===== src/rtl/sync_fifo_gen2.sv =====
// sync_fifo_gen2: parametrised single-clock FIFO with registered-read or
// first-word-fall-through output, occupancy/peak monitor, sticky error
// flags and synchronous flush.
module sync_fifo_gen2 #(
   parameter int unsigned DATA_WIDTH             = 8,
   parameter int unsigned INDEX_WIDTH            = 2,
   parameter int unsigned ALMOST_FULL_THRESHOLD  = 2,
   parameter int unsigned ALMOST_EMPTY_THRESHOLD = 1,
   parameter int unsigned FWFT                   = 0
) (
   input  logic                   clk,
   input  logic                   rst_n,
   input  logic                   wr_en,
   input  logic [DATA_WIDTH-1:0]  wr_data,
   input  logic                   rd_en,
   input  logic                   flush,
   input  logic                   clr_err,
   output logic [DATA_WIDTH-1:0]  rd_data,
   output logic                   rd_valid,
   output logic                   full,
   output logic                   empty,
   output logic                   almost_full,
   output logic                   almost_empty,
   output logic [INDEX_WIDTH:0]   count,
   output logic [INDEX_WIDTH:0]   peak,
   output logic                   overflow,
   output logic                   underflow
);

   localparam int unsigned    DEPTH = 1 << INDEX_WIDTH;
   localparam int unsigned    PW    = INDEX_WIDTH + 1;
   localparam logic [PW-1:0]  DEPTH_C = PW'(DEPTH);
   localparam logic [PW-1:0]  AF_C    = PW'(ALMOST_FULL_THRESHOLD);
   localparam logic [PW-1:0]  AE_C    = PW'(ALMOST_EMPTY_THRESHOLD);
   localparam logic [PW-1:0]  ONE     = PW'(1);

   logic [DATA_WIDTH-1:0] mem [DEPTH];
   logic [PW-1:0]         wr_ptr, rd_ptr;
   logic [PW-1:0]         wr_ptr_nxt, rd_ptr_nxt, count_nxt;
   logic                  wr_acc, rd_acc, ovf_evt, unf_evt;

   // Pointers wrap modulo 2*DEPTH, so their difference is the occupancy 0..DEPTH.
   assign count        = wr_ptr - rd_ptr;
   assign full         = (count == DEPTH_C);
   assign empty        = (count == '0);
   assign almost_full  = (count >= AF_C);
   assign almost_empty = (count <= AE_C);

   // Acceptance, error events and next pointer values from pre-edge state.
   always_comb begin
      wr_acc     = wr_en && !full && !flush;
      rd_acc     = rd_en && !empty && !flush;
      ovf_evt    = wr_en && full && !flush;
      unf_evt    = rd_en && empty && !flush;
      wr_ptr_nxt = wr_ptr;
      rd_ptr_nxt = rd_ptr;
      if (flush) begin
         wr_ptr_nxt = '0;
         rd_ptr_nxt = '0;
      end else begin
         if (wr_acc) wr_ptr_nxt = wr_ptr + ONE;
         if (rd_acc) rd_ptr_nxt = rd_ptr + ONE;
      end
      count_nxt = wr_ptr_nxt - rd_ptr_nxt;
   end

   // Pointer registers.
   always_ff @(posedge clk or negedge rst_n) begin
      if (!rst_n) begin
         wr_ptr <= '0;
         rd_ptr <= '0;
      end else begin
         wr_ptr <= wr_ptr_nxt;
         rd_ptr <= rd_ptr_nxt;
      end
   end

   // Storage array, intentionally not reset.
   always_ff @(posedge clk) begin
      if (wr_acc) mem[wr_ptr[PW-2:0]] <= wr_data;
   end

   // Peak monitor: clr_err restarts it from the new occupancy.
   always_ff @(posedge clk or negedge rst_n) begin
      if (!rst_n)                           peak <= '0;
      else if (clr_err || count_nxt > peak) peak <= count_nxt;
   end

   // Sticky error flags; a new event in the clearing cycle wins.
   always_ff @(posedge clk or negedge rst_n) begin
      if (!rst_n) begin
         overflow  <= 1'b0;
         underflow <= 1'b0;
      end else begin
         if (ovf_evt)      overflow <= 1'b1;
         else if (clr_err) overflow <= 1'b0;
         if (unf_evt)      underflow <= 1'b1;
         else if (clr_err) underflow <= 1'b0;
      end
   end

   generate
      if (FWFT == 0) begin : g_reg_read
         // Registered read: data loads on an accepted pop, valid pulses one cycle.
         always_ff @(posedge clk or negedge rst_n) begin
            if (!rst_n) begin
               rd_data  <= '0;
               rd_valid <= 1'b0;
            end else begin
               rd_valid <= rd_acc;
               if (rd_acc) rd_data <= mem[rd_ptr[PW-2:0]];
            end
         end
      end else begin : g_fwft
         // Head of queue is always presented; valid whenever non-empty.
         assign rd_data  = mem[rd_ptr[PW-2:0]];
         assign rd_valid = !empty;
      end
   endgenerate

endmodule


===== config.mk =====
export PLATFORM = sky130hd
export DESIGN_NAME = sync_fifo_gen2
export DESIGN_NICKNAME = d
export VERILOG_FILES = /design/src/rtl/sync_fifo_gen2.sv
export SDC_FILE = /design/constraint.sdc
export NUM_CORES = 1
export LEC_CHECK = 0
export ABC_AREA = 0
export CELL_PAD_IN_SITES_DETAIL_PLACEMENT = 0
export CELL_PAD_IN_SITES_GLOBAL_PLACEMENT = 1
export CORE_MARGIN = 2
export CORE_UTILIZATION = 40
export CTS_CLUSTER_DIAMETER = 50
export DETAILED_ROUTE_END_ITERATION = 12
export PLACE_DENSITY = 0.75
export SLEW_MARGIN = 20
export SYNTH_ARGS = -nofsm -noshare
export SYNTH_HDL_FRONTEND = slang
export SYNTH_SLANG_ARGS = --single-unit

===== constraint.sdc =====
create_clock -name clk -period 4.07 [get_ports clk]
set_input_delay 0.814 -clock clk [delete_from_list [all_inputs] [get_ports clk]]
set_output_delay 0.814 -clock clk [all_outputs]
set_load 0.05 [all_outputs]

==> results.py, run 1 <==
metrics = {
    "run_status": {
        "outcome": "finished, violations left",
        "violations": "negative setup slack",
    },
    "routing": {
        "drt_drc_violations_left": 0,
        "routed-via-count": 1528,
        "viasPerCell": 5.06,
        "ant_nets": 0,
        "drt_pass1_iterations": 4,
        "wirelength_um": 5060,
        "drtIter0Drc": 125,
        "avgRoutedWirePerCell_um": 16.8,
    },
    "cts": {
        "root_buffer_cell": "sky130_fd_sc_hd__clkbuf_8",
        "clk_transition_reported_paths_ns": 0.11,
        "number_of_h_tree_branching_levels": 2,
        "tritoncts": "done",
        "numClockSinks": 52,
        "cts_inserted_buffers": 5,
        "worst_skew_pair.late_latency_ns": 0.31,
        "max-clock-path-buffers": 2,
    },
    "synthesis": {
        "synth-xor-area-share_pct": 2.47,
        "ys_top_cells_by_area": "sky130_fd_sc_hd__edfxtp_1 (40%), sky130_fd_sc_hd__dfrtp_1 (21%), sky130_fd_sc_hd__mux4_2 (7.6%)",
        "post_synth_num_cell_types": 37,
        "dominant_combinational_cell_family_by_area_after_synthesis": "multiplexers",
        "synthArstFlopShare_pct": 38.5,
        "mappedNetlistNets": 185,
        "synth-seq-cells": 52,
        "syn_area_per_cell_um2": 15.0,
        "synth_sequential_area_ratio_pct": 61.3,
        "synth_simple_gate_area_share_pct": 8.14,
        "syn_inst": 159,
        "cell_accounting_for_the_most_synthesized_area": "sky130_fd_sc_hd__edfxtp_1",
        "synth-edff-count": 32,
        "synth_top_area_share_pct": 40.3,
        "yosys.cell_count.top_type": "sky130_fd_sc_hd__edfxtp_1",
        "post_synthesis_share_of_cell_area_spent_on_full_adders_half_adders_and_majority_gates_pct": 6.93,
        "post_synth_instance_area_mm2": 0.00238,
        "postSynth.topFlopCell": "sky130_fd_sc_hd__edfxtp_1",
        "yosys-mux-area-fraction_pct": 13.9,
        "synthesized_area_fraction_occupied_by_ao_oa_aoi_and_oai_cells_pct": 4.30,
        "synthesis.yosys.warnings": 0,
        "synth_common_cells": "sky130_fd_sc_hd__edfxtp_1 (32), sky130_fd_sc_hd__dfrtp_1 (20), sky130_fd_sc_hd__nor2_1 (13)",
    },
    "grt": {
        "global_route_wire_length_before_repair_um": 8110,
        "grt_antenna_before_repair": 0,
        "track_usage_pct": 16.9,
        "grt_start_max_net_pins": 21,
        "grt-ovfl-total": 0,
        "first_global_vias": 1633,
    },
    "layout": {
        "area_growth_pct": 35.5,
        "proportion_of_layout_cells_with_a_drive_suffix_above_1_pct": 34.8,
        "final_standard_cell_count_with_taps_included_and_fillers_excluded": 302,
        "layout.filler_cells": 475,
        "sequential_cell_area_mm2": 0.00146,
        "num_antenna_cells": 0,
        "multiInputGateArea_um2": 966,
        "layout.nets": 252,
    },
    "timing": {
        "slew_headroom_pct": 60.4,
        "worst-slew-pin-transition_ns": 0.594,
        "setup_viol_count_final": 3,
        "maxSlewViolCount": 0,
        "finalCriticalPeriod_ns": 4.29,
        "final.setup.worst_slack_ns": -0.224,
        "skew_ns": 0.0122,
        "max_freq_mhz": 233,
        "hold_violations": 0,
        "final.period_utilization_pct": 106,
        "grt_setup_unrepaired": "yes",
    },
    "worst_setup_path": {
        "slowest_stage": "sky130_fd_sc_hd__dfrtp_1",
        "critical_path_required_ns": 4.29,
        "critical_path_fanout_max": 6,
        "cp_slowest_stage_delay_ns": 0.42,
        "critical_path.startpoint_type": "register",
        "critPathCaptureType": "register",
        "worstSetupPathType": "reg -> reg",
        "worstPathCellList": "ha_4 -> fa_2 -> xnor2_2 -> xor2_2 -> buf_4 -> o21ai_4 -> xnor2_2 -> or2_1 -> ha_2 -> inv_2 -> fa_2 -> nand3_2 -> nor2_1 -> a2111o_1 -> or3_4 -> nand2_4 -> ha_4 -> nand3_4 -> o211ai_1 -> nand2_2 -> nor2_1 -> a21oi_1",
        "timing.critical_path.arrival_ns": 4.52,
    },
    "floorplanning": {
        "die_width_um": 81.2,
        "starting_utilization_of_the_core_area_pct": 40.7,
        "total_die_area_mm2": 0.00659,
        "std_cell_rows": 28,
        "design.portCount": 35,
        "core_mm2": 0.00585,
        "chipHeight_um": 81.2,
    },
    "placement": {
        "gp_congestion": 0.895,
        "hpwlAfterDp_um": 3530,
        "placedCellCount": 284,
        "placement.io_buffers": 34,
    },
    "run": {
        "max_cap_violations": 0,
    },
    "hold_path": {
        "hp-class": "in -> async",
    },
}
==> critical path, delay by kind of cell (launching register included) <==
family,cells,cell delay [ns]
AOI/OAI and AO/OA,4,0.70
buffers and inverters,2,0.21
and+or+nand+nor,8,0.98
adders and majority gates,5,1.28
xor gates and xnor gates,3,0.62
DFF,1,0.42
==> registers in the layout, indices dropped and copies added, names as in the netlist <==
register / flops
wr_ptr: 3
rd_data: 8
underflow: 1
mem: 32
rd_valid: 1
rd_ptr: 3
peak: 3
overflow: 1
==> timing repair <==
action | 4_1_cts | 5_1_grt
pin swaps | 5 | 2
hold buffers | 0 | 0
setup buffers | 7 | 3
gates resized for setup | 12 | 7
endpoints found under the setup margin | 3 | 3
==> kinds of logic after synthesis <==
| logic type | count (synthesis) |
|---|---|
| adders and majority gates | 12 |
| AOI/OAI and AO/OA | 16 |
| and+or+nand+nor | 39 |
| xor gates and xnor gates | 5 |
| muxes | 19 |
| buffers and inverters | 16 |
| DFF | 52 |
==> per-layer routing <==
metal  global-route usage [%]  wire length (µm)  share of wire [%]
met1                     21.0              2180                 43
met3                     3.44               143                2.8
met5                        0                 0                  0
met2                     29.2              2650                 52
met4                     5.93                87                1.7
==> cells in the final DEF, fill, tap and decap left out, types with 4 or more instances in the layout <==
cell and n:
sky130_fd_sc_hd__and2_1 5, sky130_fd_sc_hd__mux4_2 8, sky130_fd_sc_hd__nor2_1 11, sky130_fd_sc_hd__clkbuf_8 5
sky130_fd_sc_hd__buf_4 29, sky130_fd_sc_hd__a21oi_1 4, sky130_fd_sc_hd__edfxtp_1 32, sky130_fd_sc_hd__mux2_4 8
sky130_fd_sc_hd__ha_1 7, sky130_fd_sc_hd__clkdlybuf4s50_1 33, sky130_fd_sc_hd__dfrtp_1 20, sky130_fd_sc_hd__nand3_1 5
sky130_fd_sc_hd__inv_1 9
==> worst paths after layout <==
check,from,end,slack [ns],cells after the start
worst max register to register,rd_ptr[0],peak[0],-0.22,22
worst max-delay path,rd_ptr[0],peak[0],-0.22,22
min in group clk,underflow,underflow,0.53,2
worst min register to register,underflow,underflow,0.53,2
max in group asynchronous,rst_n,peak[0],3.26,1
worst min-delay path,rst_n,rd_data[3],0.45,1
==> final cells by class <==
type / instances / area share, %
Multi-Input combinational cell: 91 / 29.9
Tap cell: 75 / 2.91
Clock inverter: 3 / 0.852
Clock buffer: 5 / 2.13
Timing Repair Buffer: 64 / 17.5
Inverter: 12 / 1.47
Sequential cell: 52 / 45.3
==> through the flow <==
step | worst slack (ns) | TNS, ns | utilization (%) | instance area (µm²) | hold WS (ns)
finish | -0.224 | -0.597 | 55.2 | 3230 | 0.453
global route | -0.382 | -1.10 | 55.2 | 3230 | 0.482
CTS | -0.164 | -0.439 | 54.3 | 3180 | 0.532
detailed placement | -0.469 | -1.35 | 50.9 | 2980 | 0.506
global placement | -0.177 | -0.503 | 50.9 | 2980 | 0.494
floorplan | -0.127 | -0.305 | - | 2420 | 0.518
Power of run 1 is left out: the tool's default activity adds up to more than one toggle a clock period on the data nets, which glitch-free logic cannot reach.
==> inputs of run 2 (changes only) <==
CELL_PAD_IN_SITES_DETAIL_PLACEMENT = default   (was 0)
CELL_PAD_IN_SITES_GLOBAL_PLACEMENT = default   (was 1)
CTS_CLUSTER_SIZE = 14   (was default)
PLACE_DENSITY = 0.64   (was 0.75)
==> run 2 against run 1 <==
The flow still finishes with violations (negative setup slack). Flip-flop and latch count unchanged. Clock skew down 0.0057 ns. Register-to-register slack got worse by 0.02 ns. Die area unchanged. Maximum frequency decreased by 0.41%. Core utilization decreased by 0.28 points. First-iteration DRC count fell by 53%. Worst setup slack got worse by 0.018 ns. Final area fell by 0.50%. Critical path depth rose by 1. Critical path type unchanged.
==> results.py, run 2 (synthesized netlist as in run 1, its figures left out) <==
metrics = {
    "run_status": {
        "outcome": "finished, violations left",
        "violations": "negative setup slack",
    },
    "layout": {
        "layout_common_cells": "sky130_fd_sc_hd__clkdlybuf4s50_1 (33), sky130_fd_sc_hd__buf_4 (33), sky130_fd_sc_hd__edfxtp_1 (32)",
        "num_antenna_cells": 0,
        "final_core_util_pct": 54.9,
        "proportion_of_layout_cells_with_a_drive_suffix_above_1_pct": 33.5,
        "number_of_flip_flops_in_the_largest_register": 32,
        "postLayoutCellArea_mm2": 0.00321,
        "area_growth_pct": 34.8,
        "layout.nets": 255,
    },
    "grt": {
        "first_global_vias": 1618,
        "grt_start_max_net_pins": 21,
        "global_route_wire_length_before_repair_um": 7930,
        "track_usage_pct": 16.6,
        "grt_antenna_before_repair": 0,
        "grt-ovfl-total": 0,
    },
    "worst_setup_path": {
        "critical_path.startpoint_type": "register",
        "slowest_stage": "sky130_fd_sc_hd__fa_2",
        "timing.critical_path.arrival_ns": 4.54,
        "critPathCaptureType": "register",
        "cp_common_cell": "sky130_fd_sc_hd__nor2_1",
        "critical_path_required_ns": 4.30,
        "critical_path_fanout_max": 6,
        "cp_slowest_stage_delay_ns": 0.39,
        "worstPathCellList": "inv_2 -> ha_4 -> fa_2 -> xnor2_2 -> xor2_2 -> inv_4 -> o21ai_4 -> xor2_1 -> nor2_1 -> ha_2 -> inv_2 -> fa_2 -> nand3_2 -> nor2_1 -> a2111o_1 -> or3_4 -> nand2_4 -> ha_4 -> nand3_4 -> o211ai_1 -> nand2_2 -> nor2_1 -> a31oi_1",
        "worstSetupPathType": "reg -> reg",
    },
    "timing": {
        "final.setup.worst_slack_ns": -0.242,
        "setup_tns_ns": -0.678,
        "hold_violations": 0,
        "worst-slew-pin-transition_ns": 0.597,
        "max_freq_mhz": 232,
        "grt_setup_unrepaired": "yes",
        "maxSlewViolCount": 0,
        "final.period_utilization_pct": 106,
        "skew_ns": 0.00654,
        "slew_headroom_pct": 60.2,
        "setup_viol_count_final": 3,
        "finalCriticalPeriod_ns": 4.31,
    },
    "floorplanning": {
        "starting_utilization_of_the_core_area_pct": 40.7,
        "total_die_area_mm2": 0.00659,
        "core_mm2": 0.00585,
        "chipHeight_um": 81.2,
        "design.portCount": 35,
        "die_width_um": 81.2,
        "std_cell_rows": 28,
    },
    "routing": {
        "avgRoutedWirePerCell_um": 16.1,
        "routed-via-count": 1498,
        "ant_nets": 0,
        "drt_drc_violations_left": 0,
        "drt_pass1_iterations": 4,
        "wirelength_um": 4900,
        "viasPerCell": 4.91,
        "drtIter0Drc": 59,
    },
    "cts": {
        "cts_inserted_buffers": 5,
        "number_of_h_tree_branching_levels": 2,
        "tritoncts": "done",
        "max-clock-path-buffers": 2,
        "numClockSinks": 52,
        "clk_transition_reported_paths_ns": 0.10,
        "root_buffer_cell": "sky130_fd_sc_hd__clkbuf_8",
        "cts_hold_buf": 0,
        "worst_skew_pair.late_latency_ns": 0.30,
    },
    "hold_path": {
        "hp-class": "in -> async",
    },
    "placement": {
        "gp_congestion": 0.893,
        "placed_area_mm2": 0.00298,
        "placement.io_buffers": 34,
        "dp_worst_setup_slack_ns": -0.327,
        "hpwlAfterDp_um": 3470,
    },
    "run": {
        "max_cap_violations": 0,
    },
}
[run 2: changes by cell type in the layout (fill, tap and decap cells not counted), sizes merged]
| cell | change |
|---|---|
| buf | +3 |
[run 2: cell type report]
cell class | count | area [µm²]
inverters | 12 | 47.5
repair buffers | 67 | 583
clock buffers | 5 | 68.8
well taps | 75 | 93.8
clock inverters | 3 | 27.5
flip-flops and latches | 52 | 1460
fillers | 461 | 2640
multi-input cells | 91 | 931
[run 2: critical path: cells and delay by family (launching register included)]
| kind | cells | cell delay (ns) |
|---|---|---|
| compound gates | 4 | 0.79 |
| xor+xnor | 3 | 0.57 |
| fa+ha+maj | 5 | 1.30 |
| flops | 1 | 0.38 |
| buf+inv | 3 | 0.17 |
| simple gates | 8 | 1.01 |
[run 2: final timing paths]
check | from | end | slack (ns) | depth (start not counted)
max | wr_ptr[0] | peak[2] | -0.24 | 23
max reg2reg | wr_ptr[0] | peak[2] | -0.24 | 23
min reg2reg | rd_data[0] | rd_data[0] | 0.53 | 1
min | rst_n | rd_data[3] | 0.47 | 1
min in group clk | rd_data[0] | rd_data[0] | 0.53 | 1
max in group asynchronous | rst_n | peak[1] | 3.26 | 1
[run 2: what timing repair did]
item / in CTS / in global routing
setup buffers: 11 / 2
resized for setup: 9 / 2
pin swaps: 8 / 2
setup endpoints to repair: 3 / 3
[run 2: routing by layer]
| metal | GRT usage (%) | part of all wire (%) | up-vias | routed length (µm) |
|---|---|---|---|---|
| met5 | 0 | 0 | - | 0 |
| met4 | 5.59 | 0.84 | 0 | 41 |
| met3 | 3.56 | 2.3 | 2 | 114 |
| met2 | 30.5 | 55 | 25 | 2680 |
| met1 | 19.2 | 42 | 754 | 2060 |
| li1 | - | - | 717 | - |
[run 2: per-stage QoR]
stage	instances	hold WS [ns]
finish	305	0.465
global route	305	0.483
CTS	303	0.531
detailed placement	284	0.506
global placement	284	0.494
floorplan	159	0.518
Power of run 2 is left out for the same reason.
==> inputs of run 3 (changes only) <==
CELL_PAD_IN_SITES_DETAIL_PLACEMENT = 1   (was default)
CELL_PAD_IN_SITES_GLOBAL_PLACEMENT = 1   (was default)
PLACE_DENSITY = 0.75   (was 0.64)
==> run 3 against run 2 <==
The flow still finishes with violations (negative setup slack). Routed wire length is 19% higher. First-iteration DRC count is 19% higher. Critical path depth is 1 lower.
==> results.py, run 3 (synthesized netlist as in run 1, its figures left out) <==
metrics = {
    "run_status": {
        "outcome": "finished, violations left",
        "violations": "negative setup slack",
    },
    "cts": {
        "numClockSinks": 52,
        "tritoncts": "done",
        "number_of_h_tree_branching_levels": 2,
        "max-clock-path-buffers": 2,
        "root_buffer_cell": "sky130_fd_sc_hd__clkbuf_8",
        "cts_inserted_buffers": 5,
        "clk_transition_reported_paths_ns": 0.11,
        "worst_skew_pair.late_latency_ns": 0.31,
    },
    "floorplanning": {
        "core_mm2": 0.00585,
        "chipHeight_um": 81.2,
        "total_die_area_mm2": 0.00659,
        "die_width_um": 81.2,
        "std_cell_rows": 28,
        "design.portCount": 35,
        "starting_utilization_of_the_core_area_pct": 40.7,
    },
    "timing": {
        "hold_violations": 0,
        "worst-slew-pin-transition_ns": 0.577,
        "skew_ns": 0.0120,
        "max_freq_mhz": 227,
        "setup_tns_ns": -0.996,
        "final.period_utilization_pct": 108,
        "final.setup.worst_slack_ns": -0.342,
        "maxSlewViolCount": 0,
        "setup_viol_count_final": 3,
        "grt_setup_unrepaired": "yes",
        "finalCriticalPeriod_ns": 4.41,
        "slew_headroom_pct": 61.5,
    },
    "grt": {
        "first_global_vias": 1753,
        "global_route_wire_length_before_repair_um": 8800,
        "grt_antenna_before_repair": 0,
        "grt_start_max_net_pins": 21,
        "track_usage_pct": 18.4,
        "grt-ovfl-total": 0,
    },
    "placement": {
        "dp_worst_setup_slack_ns": -0.597,
        "hpwlAfterDp_um": 4080,
        "placement.io_buffers": 34,
        "gp_congestion": 0.895,
    },
    "worst_setup_path": {
        "critical_path_fanout_max": 6,
        "critical_path_buf_inv_count": 3,
        "slowest_stage": "sky130_fd_sc_hd__fa_2",
        "timing.critical_path.arrival_ns": 4.63,
        "critPathCaptureType": "register",
        "cp_slowest_stage_delay_ns": 0.46,
        "worstPathCellList": "inv_2 -> ha_4 -> fa_2 -> xnor2_4 -> xor2_2 -> buf_4 -> o21ai_4 -> buf_4 -> mux2i_1 -> nor2_1 -> fa_2 -> nand3_2 -> nor2_2 -> a2111o_1 -> or3_4 -> nand2_4 -> ha_4 -> nand3_4 -> o211ai_1 -> nand2_2 -> nor2_1 -> a31oi_1",
        "path_delay_family": "adder cells",
        "critical_path_required_ns": 4.29,
        "critical_path.startpoint_type": "register",
        "worstSetupPathType": "reg -> reg",
    },
    "layout": {
        "layout.nets": 253,
        "layout.filler_cells": 587,
        "most_frequent_standard_cell_in_the_layout_excluding_fill_and_tap_cells": "sky130_fd_sc_hd__clkdlybuf4s50_1",
        "proportion_of_layout_cells_with_a_drive_suffix_above_1_pct": 36.0,
        "layout_common_cells": "sky130_fd_sc_hd__clkdlybuf4s50_1 (33), sky130_fd_sc_hd__edfxtp_1 (32), sky130_fd_sc_hd__buf_4 (30)",
        "number_of_flip_flops_in_the_largest_register": 32,
        "num_antenna_cells": 0,
        "area_growth_pct": 36.7,
    },
    "routing": {
        "ant_nets": 0,
        "wirelength_um": 5830,
        "viasPerCell": 5.08,
        "drt_drc_violations_left": 0,
        "drt_pass1_iterations": 4,
        "drtIter0Drc": 70,
        "routed-via-count": 1539,
        "avgRoutedWirePerCell_um": 19.2,
    },
    "run": {
        "max_cap_violations": 0,
    },
    "hold_path": {
        "hp-class": "in -> async",
    },
}
run 3: cell types whose count changed in the layout (fill, tap and decap cells not counted), sizes merged:
| cell | delta |
|---|---|
| buf | -2 |
run 3: area by class of cell:
| type | count | area (µm²) | share of cell area, % |
|---|---|---|---|
| Timing Repair Buffer | 65 | 572 | 17.5 |
| Clock buffer | 5 | 68.8 | 2.11 |
| Tap cell | 75 | 93.8 | 2.88 |
| Inverter | 12 | 47.5 | 1.46 |
| Clock inverter | 3 | 27.5 | 0.845 |
| Sequential cell | 52 | 1460 | 44.9 |
| Multi-Input combinational cell | 91 | 987 | 30.3 |
run 3: through the flow:
step | area (µm²) | hold slack, ns | cells | util, %
floorplan | 2420 | 0.518 | 159 | -
global placement | 2980 | 0.494 | 284 | 50.9
detailed placement | 2980 | 0.506 | 284 | 50.9
CTS | 3170 | 0.536 | 298 | 54.1
global route | 3260 | 0.472 | 303 | 55.7
finish | 3260 | 0.454 | 303 | 55.7
run 3: layer usage:
layer,GRT usage [%],vias up,share of wire (%)
li1,-,711,-
met1,21.4,786,41
met2,34.7,34,56
met3,3.00,8,2.1
met4,5.25,0,1.4
met5,0,-,0
run 3: worst reg2reg max path, stage by stage, from the launching register on:
cell and delay, ns:
sky130_fd_sc_hd__dfrtp_1 0.37, sky130_fd_sc_hd__inv_2 0.06, sky130_fd_sc_hd__ha_4 0.15, sky130_fd_sc_hd__fa_2 0.38, sky130_fd_sc_hd__xnor2_4 0.16, sky130_fd_sc_hd__xor2_2 0.18, sky130_fd_sc_hd__buf_4 0.17, sky130_fd_sc_hd__o21ai_4 0.15
sky130_fd_sc_hd__buf_4 0.16, sky130_fd_sc_hd__mux2i_1 0.20, sky130_fd_sc_hd__nor2_1 0.10, sky130_fd_sc_hd__fa_2 0.46, sky130_fd_sc_hd__nand3_2 0.11, sky130_fd_sc_hd__nor2_2 0.04, sky130_fd_sc_hd__a2111o_1 0.37, sky130_fd_sc_hd__or3_4 0.37
sky130_fd_sc_hd__nand2_4 0.09, sky130_fd_sc_hd__ha_4 0.21, sky130_fd_sc_hd__nand3_4 0.10, sky130_fd_sc_hd__o211ai_1 0.13, sky130_fd_sc_hd__nand2_2 0.16, sky130_fd_sc_hd__nor2_1 0.06, sky130_fd_sc_hd__a31oi_1 0.16
run 3: what timing repair did:
item                       in CTS  in global routing
buffers inserted                6                  5
hold endpoints to repair        0                  0
resized for setup              11                 12
hold buffers                    0                  0
setup endpoints to repair       3                  3
pin swaps                       4                  8
run 3: path summary, 6_finish.rpt:
path | startpoint | endpoint | slack (ns) | cells after the start
worst max-delay path | wr_ptr[0] | peak[2] | -0.34 | 22
worst min-delay path | rst_n | rd_data[4] | 0.45 | 1
worst max register to register | wr_ptr[0] | peak[2] | -0.34 | 22
worst min register to register | rd_data[1] | rd_data[1] | 0.53 | 1
max in group asynchronous | rst_n | peak[0] | 3.25 | 1
min in group clk | rd_data[1] | rd_data[1] | 0.53 | 1
Power of run 3 is left out for the same reason.
